[config.mk]
export PLATFORM = sky130hd
export DESIGN_NAME = data_plane_seq
export DESIGN_NICKNAME = d
export VERILOG_FILES = /design/src/rtl/data_plane_seq_pkg.sv /design/src/rtl/data_plane_seq_rx_reader.sv /design/src/rtl/data_plane_seq.sv
export SDC_FILE = /design/constraint.sdc
export NUM_CORES = 1
export LEC_CHECK = 0
export CORE_ASPECT_RATIO = 0.7
export CORE_UTILIZATION = 46
export DETAILED_ROUTE_END_ITERATION = 10
export HOLD_SLACK_MARGIN = 0.03
export PLACE_DENSITY = 0.8
export SYNTH_ARGS = -nofsm -noshare
export SYNTH_HDL_FRONTEND = slang
export SYNTH_SLANG_ARGS = --single-unit
[constraint.sdc]
create_clock -name clk -period 2.4 [get_ports clk]
set_input_delay 0.36 -clock clk [delete_from_list [all_inputs] [get_ports clk]]
set_output_delay 0.36 -clock clk [all_outputs]
set_load 0.01 [all_outputs]
[src/rtl/data_plane_seq_pkg.sv]
// Shared types and defaults for the GPP <-> data plane sequencer.
//   tx_state_t / rx_state_t : TX and RX sequencer state encodings
//   WORD_W                  : data plane word width
//   DEF_*                   : default sizing for the sequencer parameters
//   cnt_w()                 : counter width able to hold 0 .. n-1
package data_plane_pkg;

  localparam int WORD_W             = 16;
  localparam int DEF_MAX_WORDS      = 16;
  localparam int DEF_RX_WORDS       = 16;
  localparam int DEF_TIMEOUT_CYCLES = 1024;
  localparam int DEF_LEN_W          = 5;

  typedef enum logic [1:0] {
    TX_IDLE = 2'd0,
    TX_LOAD = 2'd1,
    TX_SEND = 2'd2,
    TX_WAIT = 2'd3
  } tx_state_t;

  typedef enum logic [1:0] {
    RX_IDLE  = 2'd0,
    RX_AVAIL = 2'd1,
    RX_READ  = 2'd2
  } rx_state_t;

  function automatic int cnt_w(input int n);
    return (n > 1) ? $clog2(n) : 1;
  endfunction

endpackage

[src/rtl/data_plane_seq_rx_reader.sv]
// RX side of the sequencer: remembers that a packet is waiting in the
// data plane RX RAM and, on request, drains it with a fixed-length burst.
// Ports:
//   clk, rst                : clock, asynchronous active-low reset
//   data_rx_complete_flag   : packet stored in RX RAM (1-cycle pulse)
//   rd_req                  : GPP read-start pulse
//   rx_avail                : a packet is waiting to be read
//   gpp_rtr_dp              : RX RAM read strobe, RX_WORDS consecutive cycles
//   rx_word_valid           : read strobe delayed by the RAM read latency
//   rx_overrun              : packet arrived while the previous one was unread
module dp_rx_reader
  import data_plane_pkg::*;
#(
  parameter int RX_WORDS = DEF_RX_WORDS
) (
  input  logic clk,
  input  logic rst,
  input  logic data_rx_complete_flag,
  input  logic rd_req,
  output logic rx_avail,
  output logic gpp_rtr_dp,
  output logic rx_word_valid,
  output logic rx_overrun
);

  localparam int              RX_W    = cnt_w(RX_WORDS);
  localparam logic [RX_W-1:0] RX_LAST = RX_W'(RX_WORDS - 1);

  rx_state_t       rx_state;
  logic [RX_W-1:0] burst_cnt;
  logic            avail_q;
  logic            overrun_q;
  logic            rtr_p0;
  logic            vld_p1;

  always_ff @(posedge clk or negedge rst) begin
    if (!rst) begin
      rx_state  <= RX_IDLE;
      burst_cnt <= '0;
      avail_q   <= 1'b0;
      overrun_q <= 1'b0;
      rtr_p0    <= 1'b0;
      vld_p1    <= 1'b0;
    end else begin
      // stage p0 -> p1: RAM answers one cycle after the strobe
      vld_p1    <= rtr_p0;
      // A new packet while one is pending or being drained never changes state
      overrun_q <= data_rx_complete_flag && (rx_state != RX_IDLE);
      case (rx_state)
        RX_IDLE: begin
          if (data_rx_complete_flag) begin
            avail_q  <= 1'b1;
            rx_state <= RX_AVAIL;
          end
        end
        RX_AVAIL: begin
          if (rd_req) begin
            avail_q   <= 1'b0;
            rtr_p0    <= 1'b1;
            burst_cnt <= '0;
            rx_state  <= RX_READ;
          end
        end
        RX_READ: begin
          if (burst_cnt == RX_LAST) begin
            rtr_p0   <= 1'b0;
            rx_state <= RX_IDLE;
          end else begin
            burst_cnt <= burst_cnt + 1'b1;
          end
        end
        default: begin
          avail_q  <= 1'b0;
          rtr_p0   <= 1'b0;
          rx_state <= RX_IDLE;
        end
      endcase
    end
  end

  assign rx_avail      = avail_q;
  assign gpp_rtr_dp    = rtr_p0;
  assign rx_word_valid = vld_p1;
  assign rx_overrun    = overrun_q;

endmodule

[src/rtl/data_plane_seq.sv]
// Sequencer between the GPP instruction decode and the data plane.
// TX: streams tx_len GPP words into the data plane TX RAM, raises the
// transmit request and waits for completion or timeout.
// RX: latches packet arrival and drains the RX RAM on GPP request
// (dp_rx_reader).
// Ports:
//   clk, rst                          : clock, asynchronous active-low reset
//   tx_req, tx_len                    : GPP TX start pulse and word count
//   tx_word_valid, tx_word            : GPP word stream
//   tx_word_ready                     : word accepted this cycle
//   gpp_trf_dp, gpp_tx_data           : TX RAM write strobe / data
//   data_tx_flag                      : transmit request level
//   data_tx_complete_flag             : transmit completion pulse
//   tx_busy, tx_done, tx_timeout, tx_err : TX status
//   data_rx_complete_flag             : packet stored in RX RAM
//   rx_avail, rd_req                  : packet waiting / GPP read start
//   gpp_rtr_dp, RAM_rx_data_out       : RX RAM read strobe / read data
//   rx_word_valid, rx_word            : RX word stream to GPP
//   rx_overrun                        : unread packet was overwritten/lost
module data_plane_seq
  import data_plane_pkg::*;
#(
  parameter int MAX_WORDS      = DEF_MAX_WORDS,
  parameter int RX_WORDS       = DEF_RX_WORDS,
  parameter int TIMEOUT_CYCLES = DEF_TIMEOUT_CYCLES,
  parameter int LEN_W          = DEF_LEN_W
) (
  input  logic              clk,
  input  logic              rst,
  input  logic              tx_req,
  input  logic [LEN_W-1:0]  tx_len,
  input  logic              tx_word_valid,
  input  logic [WORD_W-1:0] tx_word,
  output logic              tx_word_ready,
  output logic              gpp_trf_dp,
  output logic [WORD_W-1:0] gpp_tx_data,
  output logic              data_tx_flag,
  input  logic              data_tx_complete_flag,
  output logic              tx_busy,
  output logic              tx_done,
  output logic              tx_timeout,
  output logic              tx_err,
  input  logic              data_rx_complete_flag,
  output logic              rx_avail,
  input  logic              rd_req,
  output logic              gpp_rtr_dp,
  input  logic [WORD_W-1:0] RAM_rx_data_out,
  output logic              rx_word_valid,
  output logic [WORD_W-1:0] rx_word,
  output logic              rx_overrun
);

  localparam int               TO_W    = cnt_w(TIMEOUT_CYCLES);
  localparam logic [TO_W-1:0]  TO_LAST = TO_W'(TIMEOUT_CYCLES - 1);
  localparam logic [LEN_W-1:0] MAX_LEN = LEN_W'(MAX_WORDS);

  tx_state_t         tx_state;
  logic [LEN_W-1:0]  len_q;
  logic [LEN_W-1:0]  word_cnt;
  logic [TO_W-1:0]   to_cnt;
  logic              ready_q;
  logic              flag_q;
  logic              done_q;
  logic              timeout_q;
  logic              err_q;
  logic              vld_p1;
  logic [WORD_W-1:0] tx_data_p1;

  logic              len_ok;
  logic              tx_accept;

  assign len_ok    = (tx_len != '0) && (tx_len <= MAX_LEN);
  assign tx_accept = ready_q && tx_word_valid;

  always_ff @(posedge clk or negedge rst) begin
    if (!rst) begin
      tx_state   <= TX_IDLE;
      len_q      <= '0;
      word_cnt   <= '0;
      to_cnt     <= '0;
      ready_q    <= 1'b0;
      flag_q     <= 1'b0;
      done_q     <= 1'b0;
      timeout_q  <= 1'b0;
      err_q      <= 1'b0;
      vld_p1     <= 1'b0;
      tx_data_p1 <= '0;
    end else begin
      done_q    <= 1'b0;
      timeout_q <= 1'b0;
      err_q     <= 1'b0;
      // stage p0 -> p1: accepted GPP word becomes a TX RAM write
      vld_p1    <= tx_accept;
      if (tx_accept) begin
        tx_data_p1 <= tx_word;
      end
      case (tx_state)
        TX_IDLE: begin
          if (tx_req) begin
            if (len_ok) begin
              len_q    <= tx_len;
              word_cnt <= '0;
              ready_q  <= 1'b1;
              tx_state <= TX_LOAD;
            end else begin
              err_q <= 1'b1;
            end
          end
        end
        TX_LOAD: begin
          if (tx_accept) begin
            word_cnt <= word_cnt + 1'b1;
            // Ready drops together with the final count so no extra word slips in
            if (word_cnt + 1'b1 == len_q) begin
              ready_q  <= 1'b0;
              tx_state <= TX_SEND;
            end
          end
        end
        TX_SEND: begin
          flag_q   <= 1'b1;
          to_cnt   <= '0;
          tx_state <= TX_WAIT;
        end
        TX_WAIT: begin
          // Completion is tested first so it wins over a same-cycle timeout
          if (data_tx_complete_flag) begin
            flag_q   <= 1'b0;
            done_q   <= 1'b1;
            tx_state <= TX_IDLE;
          end else if (to_cnt == TO_LAST) begin
            flag_q    <= 1'b0;
            timeout_q <= 1'b1;
            tx_state  <= TX_IDLE;
          end else begin
            to_cnt <= to_cnt + 1'b1;
          end
        end
        default: begin
          ready_q  <= 1'b0;
          flag_q   <= 1'b0;
          tx_state <= TX_IDLE;
        end
      endcase
    end
  end

  assign tx_word_ready = ready_q;
  assign gpp_trf_dp    = vld_p1;
  assign gpp_tx_data   = tx_data_p1;
  assign data_tx_flag  = flag_q;
  assign tx_busy       = (tx_state != TX_IDLE);
  assign tx_done       = done_q;
  assign tx_timeout    = timeout_q;
  assign tx_err        = err_q;

  dp_rx_reader #(
    .RX_WORDS (RX_WORDS)
  ) u_rx_reader (
    .clk                   (clk),
    .rst                   (rst),
    .data_rx_complete_flag (data_rx_complete_flag),
    .rd_req                (rd_req),
    .rx_avail              (rx_avail),
    .gpp_rtr_dp            (gpp_rtr_dp),
    .rx_word_valid         (rx_word_valid),
    .rx_overrun            (rx_overrun)
  );

  assign rx_word = RAM_rx_data_out;

endmodule

==> Yosys cells after proc, flatten, opt, wreduce, memory -nomap -nowiden <==
Index checks and enable logic that the tools add are counted.
W data, S select, Z words.
{ "op_classes": {"eq_ne": 19, "mux": 43, "n_shift": 0, "div": 0, "bitwise_logic": 2, "n_mul": 0, "order_cmp": 1, "reduce_logical": 21, "add_sub_neg": 3} }
{ "op_table": {"columns": ["cell", "count"], "rows": [
  ["$mux W10", 2],
  ["$pmux W10 S2", 1],
  ["$mux W1", 18],
  ["$mux W2", 9],
  ["$ne A2 B2 Y1 const B", 9],
  ["$reduce_and A3 Y1", 6],
  ["$mux W5", 3],
  ["$add A10 B1 Y10 const B", 1],
  ["$eq A10 B10 Y1 const B", 1],
  ["$pmux W5 S2", 1],
  ["$reduce_and A5 Y1", 2],
  ["$reduce_bool A2 Y1", 5],
  ["$mux W4", 2],
  ["$pmux W2 S4", 1],
  ["$pmux W4 S2", 1],
  ["$eq A2 B2 Y1 const B", 3],
  ["$pmux W1 S3", 2],
  ["$pmux W2 S3", 1],
  ["$add A5 B1 Y5 const B", 1],
  ["$eq A5 B5 Y1", 1],
  ["$le A5 B5 Y1 const B", 1],
  ["$reduce_bool A5 Y1", 1],
  ["$add A4 B1 Y4 const B", 1],
  ["$eq A2 B1 Y1 const B", 2],
  ["other kinds (9)", 14]
]} }
{ "word_totals": {"input_bits": 44, "wordCells": 106, "mem_bits_ro": 0, "latch_bits": 0, "reg_bits": 54, "ramBits": 0, "output_inout_bits": 43, "n_memories": 0} }

==> Depth between registers and ports, before layout <==
{ "depth": {"word_depth": 5, "depth_mapped": 7, "ltp_nobuf": 6} }

==> Cells and area by module <==
From an unflattened synthesis, not the netlist that was laid out.
{ "unflattened": {"cells_unflattened": 286, "hier_area_um2": 2821.5} }
{ "by_module_without_submodules": {"columns": ["module", "cells_each", "seq_area_each_um2", "n_inst", "area_each_um2"], "rows": [
  ["data_plane_seq", 242, 1101.1, 1, 2352.3],
  ["dp_rx_reader", 44, 250.2, 1, 469.2]
]} }

==> Worst setup path after synthesis <==
No wires, ideal clock.
{ "synth_timing": {"path_type": "flip-flop to flip-flop", "start": "reg word_cnt[0]", "end": "reg tx_state[1]", "synth_period_minus_slack_ns": 1.967, "stages_incl_launch_ff": 7, "t_required_ns": 2.272, "setup_slack_ns": 0.433, "arrival_time_ns": 1.840, "n_path_buf": 0, "setup_time_ns": 0.128, "cell_sequence": "dfrtp_1 ha_1 xor2_1 a211oi_1 o311ai_2 a211oi_2 mux2_1"} }
{ "synth_via": {"elab_chain_cells": 4} }
{ "synth_lines": {"columns": ["element", "line_no", "rtl"], "rows": [
  ["start: declaration", "data_plane_seq.sv:59", "logic [LEN_W-1:0] word_cnt;"],
  ["start signal: assignment", "data_plane_seq.sv:112", "word_cnt <= word_cnt + 1'b1;"],
  ["$add A5 B1 Y5", "data_plane_seq.sv:114", "if (word_cnt + 1'b1 == len_q) begin"],
  ["$eq A5 B5 Y1", "data_plane_seq.sv:114", null],
  ["$ne A2 B2 Y1 (no source line)", null, null],
  ["$reduce_and A5 Y1 (no source line)", null, null],
  ["end signal: assignment", "data_plane_seq.sv:116", "tx_state <= TX_SEND;"],
  ["end signal: assignment", "data_plane_seq.sv:123", "tx_state <= TX_WAIT;"],
  ["end signal: assignment", "data_plane_seq.sv:130", "tx_state <= TX_IDLE;"],
  ["end: declaration", "data_plane_seq.sv:57", "tx_state_t tx_state;"]
]} }
Every way passes these cells.
A chain may end at the register's enable or synchronous reset.

==> Worst setup path in the final report <==
{ "layout_timing": {"start": "reg tx_state[0]", "end": "out tx_busy"} }
{ "layout_via": {"elab_chain_cells": 1} }
{ "layout_lines": {"columns": ["element", "line_no", "rtl"], "rows": [
  ["start signal: assignment", "data_plane_seq.sv:77", "tx_state <= TX_IDLE;"],
  ["start signal: assignment", "data_plane_seq.sv:104", "tx_state <= TX_LOAD;"],
  ["start signal: assignment", "data_plane_seq.sv:116", null],
  ["$reduce_bool A2 Y1", "data_plane_seq.sv:152", "assign tx_busy = (tx_state != TX_IDLE);"],
  ["end: declaration", "data_plane_seq.sv:39", "output logic tx_busy,"]
]} }
Every way passes these cells.

==> load_flow_metrics.sql <==
INSERT INTO impl_metrics (metric_group, metric, value, unit) VALUES
('power_and_ir_drop', 'power_density', '886', 'nW/um^2'),
('clocking', 'cts.path.max_buffers', '2', ''),
('power_and_ir_drop', 'irDropWorstVdd', '0.000546', 'V'),
('routing', 'drt_first_pass_iters', '4', ''),
('clocking', 'clk_root_buffer_cell', 'sky130_fd_sc_hd__clkbuf_8', ''),
('clocking', 'clk-insertion-delay-late', '0.32', 'ns'),
('routing', 'vias_per_cell', '5.31', ''),
('setup_path', 'slowest_delay', '0.56', 'ns'),
('finish', 'design.final.nets', '334', ''),
('clocking', 'post_cts_resize_count', '0', ''),
('power_and_ir_drop', 'netSwitchingFraction', '34.4', '%'),
('floorplan', 'x_dimension_of_the_die', '93.3', 'um'),
('clocking', 'clkSlewWorstSetupHoldPaths', '0.10', 'ns'),
('yosys', 'post_synth_inst_count', '239', ''),
('routing', 'num_vias', '1892', ''),
('sta', 'setup_total_negative_slack', '0', 'ns'),
('sta', 'max-slew-margin-rel', '47.0', '%'),
('setup_path', 'worst_setup_path_end_kind', 'primary output', ''),
('sta', 'finalSetupViolCount', '0', ''),
('routing', 'drt.antenna.violating_nets', '0', ''),
('yosys', 'ys_ff_latch', '54', ''),
('setup_path', 'critical-path-top-delay-family', 'buffers and inverters', ''),
('power_and_ir_drop', 'power.net_switching', '1.01', 'mW'),
('setup_path', 'timing_worst_setup_path_type', 'register to primary output', ''),
('setup_path', 'cp_data_arrival_time', '1.81', 'ns'),
('power_and_ir_drop', 'pwr-share-clk', '18.7', '%'),
('power_and_ir_drop', 'internal_power', '1.92', 'mW'),
('setup_path', 'slowest_stage', 'sky130_fd_sc_hd__clkdlybuf4s50_1', ''),
('grt', 'global_route.overflow_total', '0', ''),
('routing', 'post-route-drc-count', '0', ''),
('routing', 'wl_cell', '14.2', 'um'),
('finish', 'finalNonFillerCells', '356', ''),
('clocking', 'post_cts_setup_driven_buffer_insertion_count', '0', ''),
('yosys', 'ys_seq_area_share', '50.4', '%'),
('yosys', 'avgSynthCellArea', '11.2', 'um^2'),
('grt', 'first_global_vias', '1934', ''),
('clocking', 'tritoncts_buffers', '5', ''),
('power_and_ir_drop', 'fin_total_pwr', '2.92', 'mW'),
('floorplan', 'placementRows', '22', ''),
('yosys', 'yosys_warnings', '0', ''),
('status', 'status', 'completed', ''),
('sta', 'final_period_minus_worst_setup_slack', '2.17', 'ns'),
('sta', 'unrepaired_setup_endpoints_after_global_routing', 'no', ''),
('sta', 'fmax', '462', 'MHz'),
('sta', 'fin_skew', '0.00716', 'ns'),
('yosys', 'synth.cell_area', '2680', 'um^2'),
('routing', 'drt-total-wl', '5.06', 'mm'),
('yosys', 'synthDistinctLibCells', '44', ''),
('clocking', 'clock_sinks', '54', ''),
('floorplan', 'design.portCount', '87', ''),
('grt', 'grt_first_pass_wirelength', '8.76', 'mm'),
('yosys', 'total_nets_after_synthesis', '290', ''),
('power_and_ir_drop', 'sequential_power_share', '45.0', '%'),
('finish', 'drive_gt1_share', '15.1', '%'),
('clocking', 'cts_htree_levels', '2', ''),
('placement', 'io_buffer_count', '54', ''),
('floorplan', 'die-area', '6140', 'um^2'),
('placement', 'place_congestion', '0.752', ''),
('floorplan', 'die_y', '65.9', 'um'),
('floorplan', 'floorplan.initialDensity', '49.4', '%'),
('finish', 'diodes', '0', ''),
('sta', 'report.final.hold_viol_count', '0', ''),
('sta', 'worst-slew-pin-transition', '0.794', 'ns'),
('grt', 'grt_util_all_layers', '18.6', '%'),
('floorplan', 'core_region_area', '5420', 'um^2'),
('finish', 'n_fill_cell', '441', ''),
('setup_path', 'most_common_cell_type_on_the_critical_path', 'sky130_fd_sc_hd__inv_1', ''),
('setup_path', 'cp_max_fo', '5', ''),
('run', 'max_cap_viols', '0', ''),
('setup_path', 'critPathLaunchType', 'register', ''),
('finish', 'final_core_utilization', '60.8', '%');
==> worst reg2reg max path: stages, from the launching register on <==
cell and delay [ns]:
sky130_fd_sc_hd__dfrtp_1 0.45, sky130_fd_sc_hd__ha_1 0.34, sky130_fd_sc_hd__xor2_1 0.17, sky130_fd_sc_hd__a211oi_1 0.22, sky130_fd_sc_hd__o311ai_2 0.19, sky130_fd_sc_hd__a211oi_2 0.30
sky130_fd_sc_hd__mux2_1 0.35
==> power by group through the flow <==
| stage | registers, mW | logic, mW | clock network, mW |
|---|---|---|---|
| after floorplan | 1.32 | 0.652 | 0 |
| after global placement | 1.32 | 1.04 | 0 |
| after detailed placement | 1.34 | 1.07 | 0 |
| after CTS | 1.32 | 1.08 | 0.566 |
| after global routing | 1.35 | 1.19 | 0.602 |
| final | 1.32 | 1.06 | 0.548 |
==> through the flow <==
step,hold slack (ns),worst slack [ns],cell area (um^2)
5_1_grt,0.188,0.129,3300
2_1_floorplan,0.0644,0.433,2680
4_1_cts,0.150,0.228,3300
6_report,0.122,0.235,3300
3_5_place_dp,0.445,0.0175,3200
3_3_place_gp,0.423,0.121,3200
==> cell type report <==
| cell class | instances | area (um^2) | area share (%) |
|---|---|---|---|
| sequential | 54 | 1350 | 41.0 |
| clock buffer | 6 | 82.6 | 2.50 |
| inverter | 8 | 30.0 | 0.910 |
| clock inverter | 2 | 17.5 | 0.531 |
| tap | 72 | 90.1 | 2.73 |
| timing repair buffer | 59 | 573 | 17.4 |
| multi-input combinational | 155 | 1150 | 35.0 |
==> sequential cells by signal, indices dropped and copies added (netlist names) <==
register and count:
tx_state 2, u_rx_reader.rx_word_valid 1, tx_done 1, u_rx_reader.rx_avail 1
len_q 5, gpp_trf_dp 1, tx_err 1, gpp_tx_data 16
u_rx_reader.rx_state 2, u_rx_reader.rx_overrun 1, u_rx_reader.burst_cnt 4, u_rx_reader.gpp_rtr_dp 1
data_tx_flag 1, word_cnt 5, tx_word_ready 1, tx_timeout 1
to_cnt 10
==> layout by cell type, fill, tap and decap left out, drive strengths merged, types with 2 or more instances in the layout <==
cell type	netlist	final
o21a	2	2
clkinv	0	2
nor2	16	16
nor3	4	4
a211oi	3	3
buf	18	6
o31ai	2	2
nor3b	3	3
inv	8	8
a21oi	3	3
nand3	6	6
dfrtp	54	54
clkbuf	4	6
nand4	3	3
or3	4	4
mux2i	4	4
mux2	23	23
ha	7	7
nor2b	4	4
nand2	16	16
o21ai	17	17
a22o	4	4
xnor2	9	9
xor2	6	6
clkdlybuf4s50	0	53
nand3b	3	3
and3	4	4
==> cell families after synthesis <==
| group | Yosys count | share of synthesized area (%) |
|---|---|---|
| xor gates and xnor gates | 15 | 4.90 |
| buffers and inverters | 30 | 6.53 |
| muxes | 27 | 11.2 |
| DFF | 54 | 50.4 |
| and+or+nand+nor | 71 | 14.4 |
| AOI/OAI and AO/OA | 35 | 9.38 |
| adders and majority gates | 7 | 3.27 |
==> worst paths after layout <==
check,end,slack (ns),cells after the start,from
max,tx_busy,0.23,4,tx_state[0]
min,word_cnt[3],0.12,1,rst
max reg2reg,tx_state[1],0.28,6,word_cnt[0]
min reg2reg,u_rx_reader.rx_word_valid,0.45,0,u_rx_reader.gpp_rtr_dp
max in group asynchronous,len_q[1],1.64,2,rst
min in group clk,u_rx_reader.rx_word_valid,0.45,0,u_rx_reader.gpp_rtr_dp
==> layer usage <==
layer / GRT usage, % / wire length, um
met5: 0 / 0
met4: 7.88 / 75
met3: 6.09 / 362
met2: 29.2 / 2260
met1: 23.8 / 2360
==> cells in the mapped netlist (all sizes together) <==
master	number	area [um^2]
dfrtp	54	1350
mux2	23	259
buf	18	130
o21ai	17	88.8
nand2	16	60.1
nor2	16	60.1
xnor2	9	78.8
inv	8	30.0
ha	7	87.6
nand3	6	30.0
xor2	6	52.6
a22o	4	35.0
and3	4	25.0
clkbuf	4	15.0
mux2i	4	40.0
nor2b	4	25.0
nor3	4	20.0
or3	4	27.5
a211oi	3	27.5
a21oi	3	15.0
nand3b	3	22.5
nand4	3	25.0
nor3b	3	22.5
o21a	2	15.0
o31ai	2	28.8
a2bb2oi	1	8.76
and2	1	6.26
and2b	1	8.76
and4	1	10.0
nand2b	1	6.26
nand4b	1	8.76
nor4	1	12.5
o211ai	1	7.51
o311ai	1	16.3
o41ai	1	8.76
or2	1	6.26
or2b	1	8.76
No activity file was read; power rests on OpenSTA's default activity.
